## src/rtl/rnn_mem_arb.sv

```systemverilog
// Two-port (core / host) arbiter in front of a single registered memory port.
// Requests carrying sel==3'b100 are refused and flagged on err. Ties go
// round-robin, and a host burst lock is broken by a core starvation override.
// Each read returns to the port that issued it, two cycles after the grant.
module rnn_mem_arb (
    input  logic        clk,
    input  logic        reset,
    input  logic        c_req,
    input  logic        c_we,
    input  logic [2:0]  c_sel,
    input  logic [16:0] c_addr,
    input  logic [19:0] c_wdata,
    input  logic        h_req,
    input  logic        h_we,
    input  logic [2:0]  h_sel,
    input  logic [16:0] h_addr,
    input  logic [19:0] h_wdata,
    input  logic        h_lock,
    input  logic [19:0] mdata_r,
    output logic        c_gnt,
    output logic        h_gnt,
    output logic        c_rvalid,
    output logic        h_rvalid,
    output logic [19:0] c_rdata,
    output logic [19:0] h_rdata,
    output logic        err,
    output logic        mce,
    output logic        mwe,
    output logic [2:0]  msel,
    output logic [16:0] maddr,
    output logic [19:0] mdata_w
);

    localparam logic [2:0] SEL_IDLE = 3'b100;

    typedef enum logic {OWN_CORE, OWN_HOST} owner_t;
    typedef enum logic {ARB_OPEN, ARB_LOCKED} state_t;

    state_t     state;
    state_t     state_next;
    owner_t     last_winner;
    logic [3:0] starve_cnt;
    logic       rd_pend;
    owner_t     rd_owner;
    logic       c_valid;
    logic       h_valid;

    assign c_valid = c_req && (c_sel != SEL_IDLE);
    assign h_valid = h_req && (h_sel != SEL_IDLE);

    // Lock state register: the host burst lock.
    always_ff @(posedge clk) begin
        if (reset) state <= ARB_OPEN;
        else       state <= state_next;
    end

    // Grant decision, error flag and lock transitions. All outputs are forced low during reset.
    always_comb begin
        c_gnt      = 1'b0;
        h_gnt      = 1'b0;
        err        = 1'b0;
        state_next = state;
        if (!reset) begin
            err = (c_req && (c_sel == SEL_IDLE)) || (h_req && (h_sel == SEL_IDLE));
            if (c_valid && (starve_cnt == 4'hF)) begin
                c_gnt = 1'b1;
            end else if (state == ARB_LOCKED) begin
                h_gnt = h_valid;
            end else if (c_valid && h_valid) begin
                if (last_winner == OWN_HOST) c_gnt = 1'b1;
                else                         h_gnt = 1'b1;
            end else begin
                c_gnt = c_valid;
                h_gnt = h_valid;
            end
            case (state)
                ARB_OPEN:   if (h_gnt && h_lock)     state_next = ARB_LOCKED;
                ARB_LOCKED: if (!(h_req && h_lock))  state_next = ARB_OPEN;
                default:                             state_next = ARB_OPEN;
            endcase
        end
    end

    // Round-robin pointer and the core starvation counter.
    always_ff @(posedge clk) begin
        if (reset) begin
            last_winner <= OWN_HOST;
            starve_cnt  <= 4'd0;
        end else begin
            if (c_gnt)      last_winner <= OWN_CORE;
            else if (h_gnt) last_winner <= OWN_HOST;
            if (!c_req || c_gnt)        starve_cnt <= 4'd0;
            else if (starve_cnt != 4'hF) starve_cnt <= starve_cnt + 4'd1;
        end
    end

    // Registered memory command. On idle cycles the address and data hold their last values.
    always_ff @(posedge clk) begin
        if (reset) begin
            mce     <= 1'b0;
            mwe     <= 1'b0;
            msel    <= SEL_IDLE;
            maddr   <= 17'd0;
            mdata_w <= 20'd0;
        end else if (c_gnt) begin
            mce     <= 1'b1;
            mwe     <= c_we;
            msel    <= c_sel;
            maddr   <= c_addr;
            mdata_w <= c_wdata;
        end else if (h_gnt) begin
            mce     <= 1'b1;
            mwe     <= h_we;
            msel    <= h_sel;
            maddr   <= h_addr;
            mdata_w <= h_wdata;
        end else begin
            mce     <= 1'b0;
            mwe     <= 1'b0;
            msel    <= SEL_IDLE;
        end
    end

    // Read-return pipeline. The owner tag travels with the command, and the memory data is captured one cycle later.
    always_ff @(posedge clk) begin
        if (reset) begin
            rd_pend  <= 1'b0;
            rd_owner <= OWN_CORE;
            c_rvalid <= 1'b0;
            h_rvalid <= 1'b0;
            c_rdata  <= 20'd0;
            h_rdata  <= 20'd0;
        end else begin
            rd_pend  <= (c_gnt && !c_we) || (h_gnt && !h_we);
            rd_owner <= h_gnt ? OWN_HOST : OWN_CORE;
            c_rvalid <= rd_pend && (rd_owner == OWN_CORE);
            h_rvalid <= rd_pend && (rd_owner == OWN_HOST);
            if (rd_pend && (rd_owner == OWN_CORE)) c_rdata <= mdata_r;
            if (rd_pend && (rd_owner == OWN_HOST)) h_rdata <= mdata_r;
        end
    end

endmodule

```

## config.mk

```make
export PLATFORM = sky130hd
export DESIGN_NAME = rnn_mem_arb
export DESIGN_NICKNAME = d
export VERILOG_FILES = /design/src/rtl/rnn_mem_arb.sv
export SDC_FILE = /design/constraint.sdc
export NUM_CORES = 1
export LEC_CHECK = 0
export ABC_AREA = 1
export BUFFER_PORTS_ARGS = -buffer_cell sky130_fd_sc_hd__buf_2
export CORE_ASPECT_RATIO = 1.1
export CORE_UTILIZATION = 48
export CTS_BUF_LIST = sky130_fd_sc_hd__clkbuf_8
export CTS_CLUSTER_SIZE = 28
export DETAILED_ROUTE_END_ITERATION = 7
export PLACE_DENSITY = 0.82
export RECOVER_POWER = 25
export SLEW_MARGIN = 20
export SYNTH_ARGS = -nofsm -noshare
export SYNTH_HDL_FRONTEND = slang
export SYNTH_SLANG_ARGS = --single-unit
```

## constraint.sdc

```tcl
create_clock -name clk -period 2.04 [get_ports clk]
set_clock_uncertainty 0.1 [all_clocks]
set_input_delay 0.408 -clock clk [delete_from_list [all_inputs] [get_ports clk]]
set_output_delay 0.408 -clock clk [all_outputs]
set_load 0.03 [all_outputs]
```

==> flow_results.org, run 1 <==
** Setup path
- The kind of cell with the highest combined delay along the critical path is flip-flops.
- For this design, the slowest cell found on the critical path is sky130_fd_sc_hd__dfxtp_4.
- In this run the worst path has a maximum fanout of 4.
- Startpoint types :: flop
- Category of the worst setup path capture point :: primary output
- Critical path cell sequence :: ha_4, nand3_4, nand2_4, inv_2, nand2_1, nand2_4, inv_2, buf_6
- Crit path required time :: 1530 ps
- Together, buffers and inverters on the worst path number 3.
- Register-to-Register Path Depth :: 12
- Critical register-to-register path startpoint :: starve_cnt[0]$_SDFFE_PP0P_
- Largest stage delay on the critical path :: 380 ps
- Capturing point of the worst reg2reg path :: maddr[15]$_SDFFE_PP0P_
- The critical path in this run is classified as reg -> out.
- Internal reg-to-reg setup slack :: 180 ps
- Arrival time worst endpoint :: 1460 ps

** Clocking
- Hold repair after CTS inserted 0 buffers.
- The H-tree generated during clock tree synthesis spans 3 levels.
- Maximum root-to-sink buffer count :: 2
- Post-CTS clock slew at the launch and capture registers of the worst setup and hold paths :: about 90 ps
- In this run the clock root is driven by a sky130_fd_sc_hd__clkbuf_8.
- Clock latency reported for the late side of the worst-skew pair :: 350 ps
- Clock sink count :: 92
- TritonCTS Buffers :: 9
- Clock tree from TritonCTS :: done

** Placed design
- Detailed placement ended at an HPWL of 7.55 mm.
- Routability-driven placement finished with a final weighted congestion of 0.811.
- At the placement stage, the worst setup path has a slack of approximately 110 ps.
- After detailed placement, the total cell area comes to roughly 5200 um^2.
- During placement, the flow inserted port buffers numbering a little under 200.

** Pwr
- IR analysis of the VDD net gives a maximum drop of 369 uV.
- In this run the power spent charging and discharging nets is 1370 uW.
- Total power of the final layout :: 4410 uW
- Net switching fraction of the power :: between 30% and 40%
- Part of the power in registers :: between 40 and 50%
- The share of total power dissipated in the clock network is 31.5%.
- The analysis attributes to cell leakage a power of 0.00309 uW.
- The internal portion of the total power is 3040 uW.
- Power density of the placed cells :: 796 nW/um^2
- Of the total power, combinational logic draws a little under a quarter.

** Finish
- Of the cells placed in the final design, the portion with a size suffix greater than 1 is a little under a third.
- Antenna Diode Count :: 0
- In the layout the commonest cells are 191 x sky130_fd_sc_hd__buf_2, 184 x sky130_fd_sc_hd__nor2_1, 131 x sky130_fd_sc_hd__nand2_1.
- Post-synthesis to final-layout area growth :: 33.8%
- The filler cells instantiated in the layout total 773.
- Summing all multi-input logic gate instances after layout gives 1950 um^2.
- Area used by sequential logic in the layout :: 1850 um^2
- Leaving out fill and tap cells, the most frequent cell in the layout is sky130_fd_sc_hd__buf_2.
- The final layout contains 905 nets.
- After routing the design area is 5540 um^2.

** Global route
- Global-route wire length before repair :: 16.8 mm
- Across every metal layer, demand over resource in global routing totals 22.8%.
- The number of antenna violations at the first check in global routing came to 0.
- Total gr overflow :: 0
- Entering global routing, the biggest net connects 57 pins.
- The number of global-route vias before repair was 3896.

** Timing
- Final setup fails :: 0
- The final-report hold violation count is 0.
- Based on the critical path, the design can be clocked at up to 507 MHz.
- Worst-margin pin slew :: 781 ps
- Tightest slew margin relative to the limit :: roughly 48%
- Final clock period utilization by the worst path :: 96.7%
- Final max-slew violation count :: 0
- Worst path setup slack after routing :: 67.5 ps
- After layout, the minimum clock period comes to 1970 ps.

** Detailed routing
- After detailed routing, the number of remaining DRC violations is 0.
- Final wirelength :: 10.2 mm
- The detailed router placed 4333 vias in this run.
- In the final routed layout, each cell accounts on average for around 11 um.
- In the routed layout, each cell is associated on average with a via count of 4.75.
- The detailed router finished its first iteration with 114 violations.
- Detailed-routing iteration count for the pre-antenna-repair pass :: 4
- The detail route stage leaves a number of antenna-violating nets equal to 0.

** Synth
- Of the post-synthesis cell area, the dominant cell type holds approximately 44%.
- The cell count after synthesis came out at 611.
- The number of nets handed over by synthesis was slightly above 700.
- Count of synthesis-stage warnings from yosys :: 0
- Sequential cells were found to cover between 40% and 50% of the synthesized design area.
- Number of synthesized register bits :: 92
- Most area-hungry cell type in the Yosys netlist :: sky130_fd_sc_hd__dfxtp_1
- Summing every instance area after synthesis gives 4140 um^2.
- Average instance area after synthesis :: 6.78 um^2
- Distinct cells, synth :: 21
- Synth top area cells :: sky130_fd_sc_hd__dfxtp_1 44%, sky130_fd_sc_hd__nor2_1 17%, sky130_fd_sc_hd__nand2_1 12%, sky130_fd_sc_hd__nand3b_1 6.7%, sky130_fd_sc_hd__o21ai_0 5.2%

** Die
- 194 I/O pins were placed.
- For this configuration, the core starts out at a cell density of roughly half.
- Placeable Area :: 8360 um^2
- Die footprint :: 9000 um^2
- Horizontal extent of the die :: 90.6 um
- Floorplan die height :: 99.4 um
- Row count :: 35

** Hold path
- Worst min-delay path startpoint :: c_we
- Count of cells along the worst hold path :: 2
- Worst-case hold path end point :: rd_pend$_SDFF_PP0_
- Worst hold path class :: in -> reg

** Status
- Result of the run :: completed

** Run
- Max-cap violations in this run came to 0.
kinds of logic after synthesis:
logic type,synth area share (%)
flip-flops,44.5
buffers and inverters,9.40
AO/OA/AOI/OAI,6.28
XOR/XNOR,0.423
adder cells (fa/ha/maj),0.302
AND/OR/NAND/NOR,39.1
worst register-to-register path: stages, from the launching register on:
cell and delay [ps]:
sky130_fd_sc_hd__dfxtp_4 380, sky130_fd_sc_hd__ha_4 150, sky130_fd_sc_hd__nand3_4 110, sky130_fd_sc_hd__nand2_4 100, sky130_fd_sc_hd__inv_2 30, sky130_fd_sc_hd__nand2_1 90, sky130_fd_sc_hd__nand2_4 60, sky130_fd_sc_hd__buf_4 190
sky130_fd_sc_hd__nand2_1 120, sky130_fd_sc_hd__buf_12 200, sky130_fd_sc_hd__nand2_1 80, sky130_fd_sc_hd__nor2_1 110, sky130_fd_sc_hd__nor2_1 50
power groups by stage:
stage,registers (uW),clock network (uW),logic (uW)
2_1_floorplan,2280,0,442
3_3_place_gp,2020,0,1010
3_5_place_dp,2030,0,1030
4_1_cts,1990,1430,1040
5_1_grt,2000,1500,1150
6_report,1990,1390,1040
Yosys cell counts:
cell type	n
sky130_fd_sc_hd__nand3b_1	37
sky130_fd_sc_hd__inv_2	3
sky130_fd_sc_hd__buf_6	6
sky130_fd_sc_hd__inv_1	48
sky130_fd_sc_hd__clkbuf_1	19
sky130_fd_sc_hd__nor2_2	15
sky130_fd_sc_hd__nand2_1	132
sky130_fd_sc_hd__buf_2	11
sky130_fd_sc_hd__ha_1	1
sky130_fd_sc_hd__nand2_2	1
sky130_fd_sc_hd__xnor2_1	2
sky130_fd_sc_hd__o22ai_1	2
sky130_fd_sc_hd__nand3_1	4
sky130_fd_sc_hd__nor2_1	184
sky130_fd_sc_hd__o211ai_1	1
sky130_fd_sc_hd__buf_1	1
sky130_fd_sc_hd__nand4_1	1
sky130_fd_sc_hd__o21ai_0	43
sky130_fd_sc_hd__a21oi_1	5
sky130_fd_sc_hd__dfxtp_1	92
sky130_fd_sc_hd__nand3_2	3
routing by layer:
metal	track usage, %	vias up	part of all wire [%]	wire [um]
met4	6.45	0	1.2	120
met5	0	-	0	0
met2	41.6	168	48	4920
met1	25.1	1914	42	4280
li1	-	2236	-	-
met3	7.65	15	8.6	873
flip-flops by register name, indices dropped and copies added, names as in the netlist:
register and cells:
rd_owner 1, state 1, maddr 17, c_rvalid 1
rd_pend 1, last_winner 1, c_rdata 20, mdata_w 20
starve_cnt 4, h_rdata 20, mwe 1, mce 1
h_rvalid 1, msel 3
how the worst max path moves through the flow:
| stage | start | end | slack, ps | depth (start not counted) |
|---|---|---|---|---|
| floorplan | starve_cnt[0]$_SDFFE_PP0P_ | c_gnt | 70 | 10 |
| global placement | c_sel[0] | c_gnt | 180 | 8 |
| detailed placement | starve_cnt[0]$_SDFFE_PP0P_ | maddr[15]$_SDFFE_PP0P_ | 110 | 11 |
| CTS | starve_cnt[0]$_SDFFE_PP0P_ | h_gnt | 10 | 7 |
| global route | starve_cnt[0]$_SDFFE_PP0P_ | c_gnt | -1 | 8 |
| finish | starve_cnt[0]$_SDFFE_PP0P_ | c_gnt | 70 | 8 |
metrics by stage:
step / setup TNS [ps] / hold slack [ps] / instances / util, %
after floorplan: 0 / 373 / 611 / -
after global placement: 0 / 356 / 893 / 62.5
after detailed placement: 0 / 368 / 893 / 62.5
after CTS: 0 / 151 / 912 / 66.0
after global routing: -0.970 / 138 / 913 / 66.3
final: 0 / 167 / 913 / 66.3
cell type report:
| class | count | share of cell area [%] |
|---|---|---|
| clock buffer | 10 | 2.48 |
| clock inverter | 6 | 1.69 |
| inverter | 51 | 3.45 |
| multi-input combinational | 431 | 35.2 |
| sequential | 92 | 33.4 |
| tap | 111 | 2.51 |
| timing repair buffer | 212 | 21.3 |
what timing repair did:
action                     4_1_cts  5_1_grt
setup buffers                    3        1
gates cloned                     0        0
setup endpoints to repair        2        2
pin swaps                        3        0
resized for setup                9        5
No activity file was read; power rests on OpenSTA's default activity.
==> run 2, diff against run 1 <==
==> constraint.sdc (replaced) <==
create_clock -name clk -period 1.9 [get_ports clk]
set_clock_uncertainty 0.1 [all_clocks]
set_input_delay 0.38 -clock clk [delete_from_list [all_inputs] [get_ports clk]]
set_output_delay 0.38 -clock clk [all_outputs]
set_load 0.03 [all_outputs]
==> run 2 against run 1 <==
- cell count increased by 0.11%
- non-clock buffer count is 1 higher
- die area unchanged
- sequential power grew 7%
- worst setup slack got worse by 40 ps
- wire length up 7.3%
- first-iteration DRC count increased by 16%
- power is 7.9% higher
- global-route usage increased by 1.6 points
- critical path depth unchanged
- combinational power rose by 9.6%
- hold slack worse by 31 ps
==> flow_results.org, run 2 (synthesis gave the netlist of run 1 again) <==
** Clocking
- Clock latency reported for the late side of the worst-skew pair :: 350 ps (about the same)
- TritonCTS built the clock tree.
- The CTS clock-pin slew for the worst setup and hold paths was 90 ps (about the same).
- The maximum number of buffers from clock root to sink is 2 (unchanged).
- The sink count of the clock tree was 92 (unchanged).
- The root buffer cell chosen for the clock tree is sky130_fd_sc_hd__clkbuf_8.
- Deepest level of the CTS H-tree :: 3 (unchanged)
- The number of buffers inserted during clock tree synthesis came to 9 (unchanged).

** Die
- Row count :: 35 (unchanged)
- Starting utilization of the core area :: 49.5% (unchanged)
- The core area was 8360 um^2 (unchanged).
- The total die area is 9000 um^2 (unchanged).
- The boundary pin count came to 194 (unchanged).
- Floorplan die height :: 99.4 um (unchanged)
- Horizontal extent of the die :: 90.6 um (unchanged)

** Finish
- The cell area after layout came to 5550 um^2 (about the same).
- Largest registers :: c_rdata: 20 flops, h_rdata: 20 flops, mdata_w: 20 flops
- The final net count is 906 (+0.11%).
- In the layout the commonest cells are 184 x sky130_fd_sc_hd__nor2_1, 184 x sky130_fd_sc_hd__buf_2, 129 x sky130_fd_sc_hd__nand2_1.
- Fill cell instance count of the final layout :: 751 (-2.8%)
- The fraction of final layout cells with drive strength greater than 1 is 31.1% (-0.54 points).
- The footprint of the flip-flops and latches was 1850 um^2 (unchanged).
- Area of combinational cells with multiple inputs :: 1960 um^2 (+0.64%)
- Post-synthesis to final-layout area growth :: 33.9% (about the same)
- Antenna Diode Count :: 0 (unchanged)

** Setup path
- The delay of the slowest cell on the worst path came to 380 ps (about the same).
- Worst Setup SP :: starve_cnt[1]$_SDFFE_PP0P_
- The startpoint identified for the worst register-to-register timing path is starve_cnt[1]$_SDFFE_PP0P_.
- STA classifies the critical path endpoint as a primary output.
- The slowest stage of the critical path belongs to the cell sky130_fd_sc_hd__dfxtp_4.
- Cell family with the largest share of critical-path delay :: flip-flops
- The critical path data arrival time is 1390 ps (-70 ps).
- Category of the critical setup timing path :: reg -> out
- The most numerous cell type found on the critical path is sky130_fd_sc_hd__nand2_4.
- Crit path required time :: 1420 ps (-110 ps)
- The signal on the critical path passes through ha_4, nand3_4, nand2_4, inv_2, nand2_2, nand2_4, inv_4, buf_6.
- Startpoint types :: flop
- Number of buffer and inverter stages on the critical path :: 3 (unchanged)
- The critical-path maximum fanout is 3 (-1).

** Timing
- Shortest clock period the worst path allows after layout :: 1870 ps
- The tightest hold margin came to 135 ps (-31.2 ps).
- RSZ-0062 raised after global routing :: yes
- Final setup fails :: 0 (unchanged)
- Final max-slew violation count :: 0 (unchanged)
- Dividing the final minimum period by the clock period gives a little over nine tenths.
- Hold Vio Cnt, Final :: 0 (unchanged)
- Tightest slew margin relative to the limit :: 48.3% (+0.30 points)
- The final worst setup slack came to 27.5 ps (-39.9 ps).
- Worst-margin pin slew :: 776 ps (-4.48 ps)
- For this run, the top clock speed supported by timing is 534 MHz.

** Placed design
- IO Port Bufs :: 193 (unchanged)
- The half-perimeter wire length of the detailed placement result came to 7.75 mm (+2.7%).
- Standard cell area after detailed placement :: 5180 um^2 (-0.96%)
- RD Place Congestion :: 0.804 (-0.94%)
- Post-Place Worst Slack :: 21.1 ps (-90.8 ps)

** Hold path
- In this run the worst hold path is classified as in -> reg.
- In this run the most critical hold path is launched from h_we.

** Pwr
- Pleak :: 0.00306 uW (-0.87%)
- The maximum vdd drop is 421 uV (+14%).
- Power density of the placed cells :: 858 nW/um^2 (+7.8%)

** Detailed routing
- Final wirelength :: 10.9 mm (+7.3%)
- Antenna-violating nets left :: 0 (unchanged)
- Average vias per placed instance :: 4.80 (+1.1%)
- The length of the first detailed-routing pass in iterations was 4 (unchanged).
- The number of violations reported at the end of detailed-routing iteration 0 is 132 (+16%).
- The final routed DRC violation total is 0 (unchanged).
- The routed via count is 4384 (+1.2%).
- The detailed-route wire length per cell came to 12.0 um (+7.2%).

** Status
- Result of the run :: completed

** Global route
- Number of global-route vias before repair :: 4098 (+5.2%)
- The global-route wire length before repair is 17.9 mm (+6.6%).
- All-Layer GR Usage :: 24.3% (+1.6 points)
- The maximum number of pins on one net before global-route repair is 61 (+7.0%).
- Total gr overflow :: 0 (unchanged)
- The number of antenna violations at the first check in global routing was 0 (unchanged).

** Run
- Maximum Capacitance Violations :: 0 (unchanged)
run 2: where the power goes:
group,internal [uW],switching (uW),total [uW]
sequential,2070,63.1,2130
clock,763,725,1490
combinational,409,730,1140
run 2: metal layers:
layer	vias up	track usage, %	share of wire (%)
li1	2235	-	-
met1	1962	28.7	42
met2	174	43.1	49
met3	13	5.73	7.8
met4	0	8.68	1.2
met5	-	0	0
run 2: per-stage QoR:
stage | TNS [ps] | total power [uW] | instances | utilization, %
2_1_floorplan | 0 | 2920 | 611 | -
3_5_place_dp | 0 | 3270 | 889 | 61.9
4_1_cts | -5.49 | 4790 | 911 | 65.9
6_report | 0 | 4760 | 914 | 66.3
3_3_place_gp | 0 | 3250 | 889 | 61.9
5_1_grt | -59.9 | 5010 | 914 | 66.3
run 2: worst paths after layout:
path                                   to  slack (ps)  cells after the start
setup reg to reg    maddr[0]$_SDFFE_PP0P_         150                     12
hold reg to reg   h_rdata[0]$_SDFFE_PP0P_         380                      2
setup / recovery                    c_gnt          30                      8
hold / removal         rd_pend$_SDFF_PP0_         140                      2
run 2: layout make-up:
type / instances / share of cell area (%)
timing repair buffer: 213 / 21.1
multi-input combinational: 431 / 35.4
clock inverter: 7 / 1.92
clock buffer: 9 / 2.23
sequential: 92 / 33.3
tap: 111 / 2.50
inverter: 51 / 3.50
run 2: repair_timing:
item                       CTS  global route
setup buffers                6             2
setup endpoints to repair    2            21
hold endpoints to repair     0             0
hold buffers                 0             0
cloned                       0             1
pin swaps                    3             2
gates resized for setup     14             2
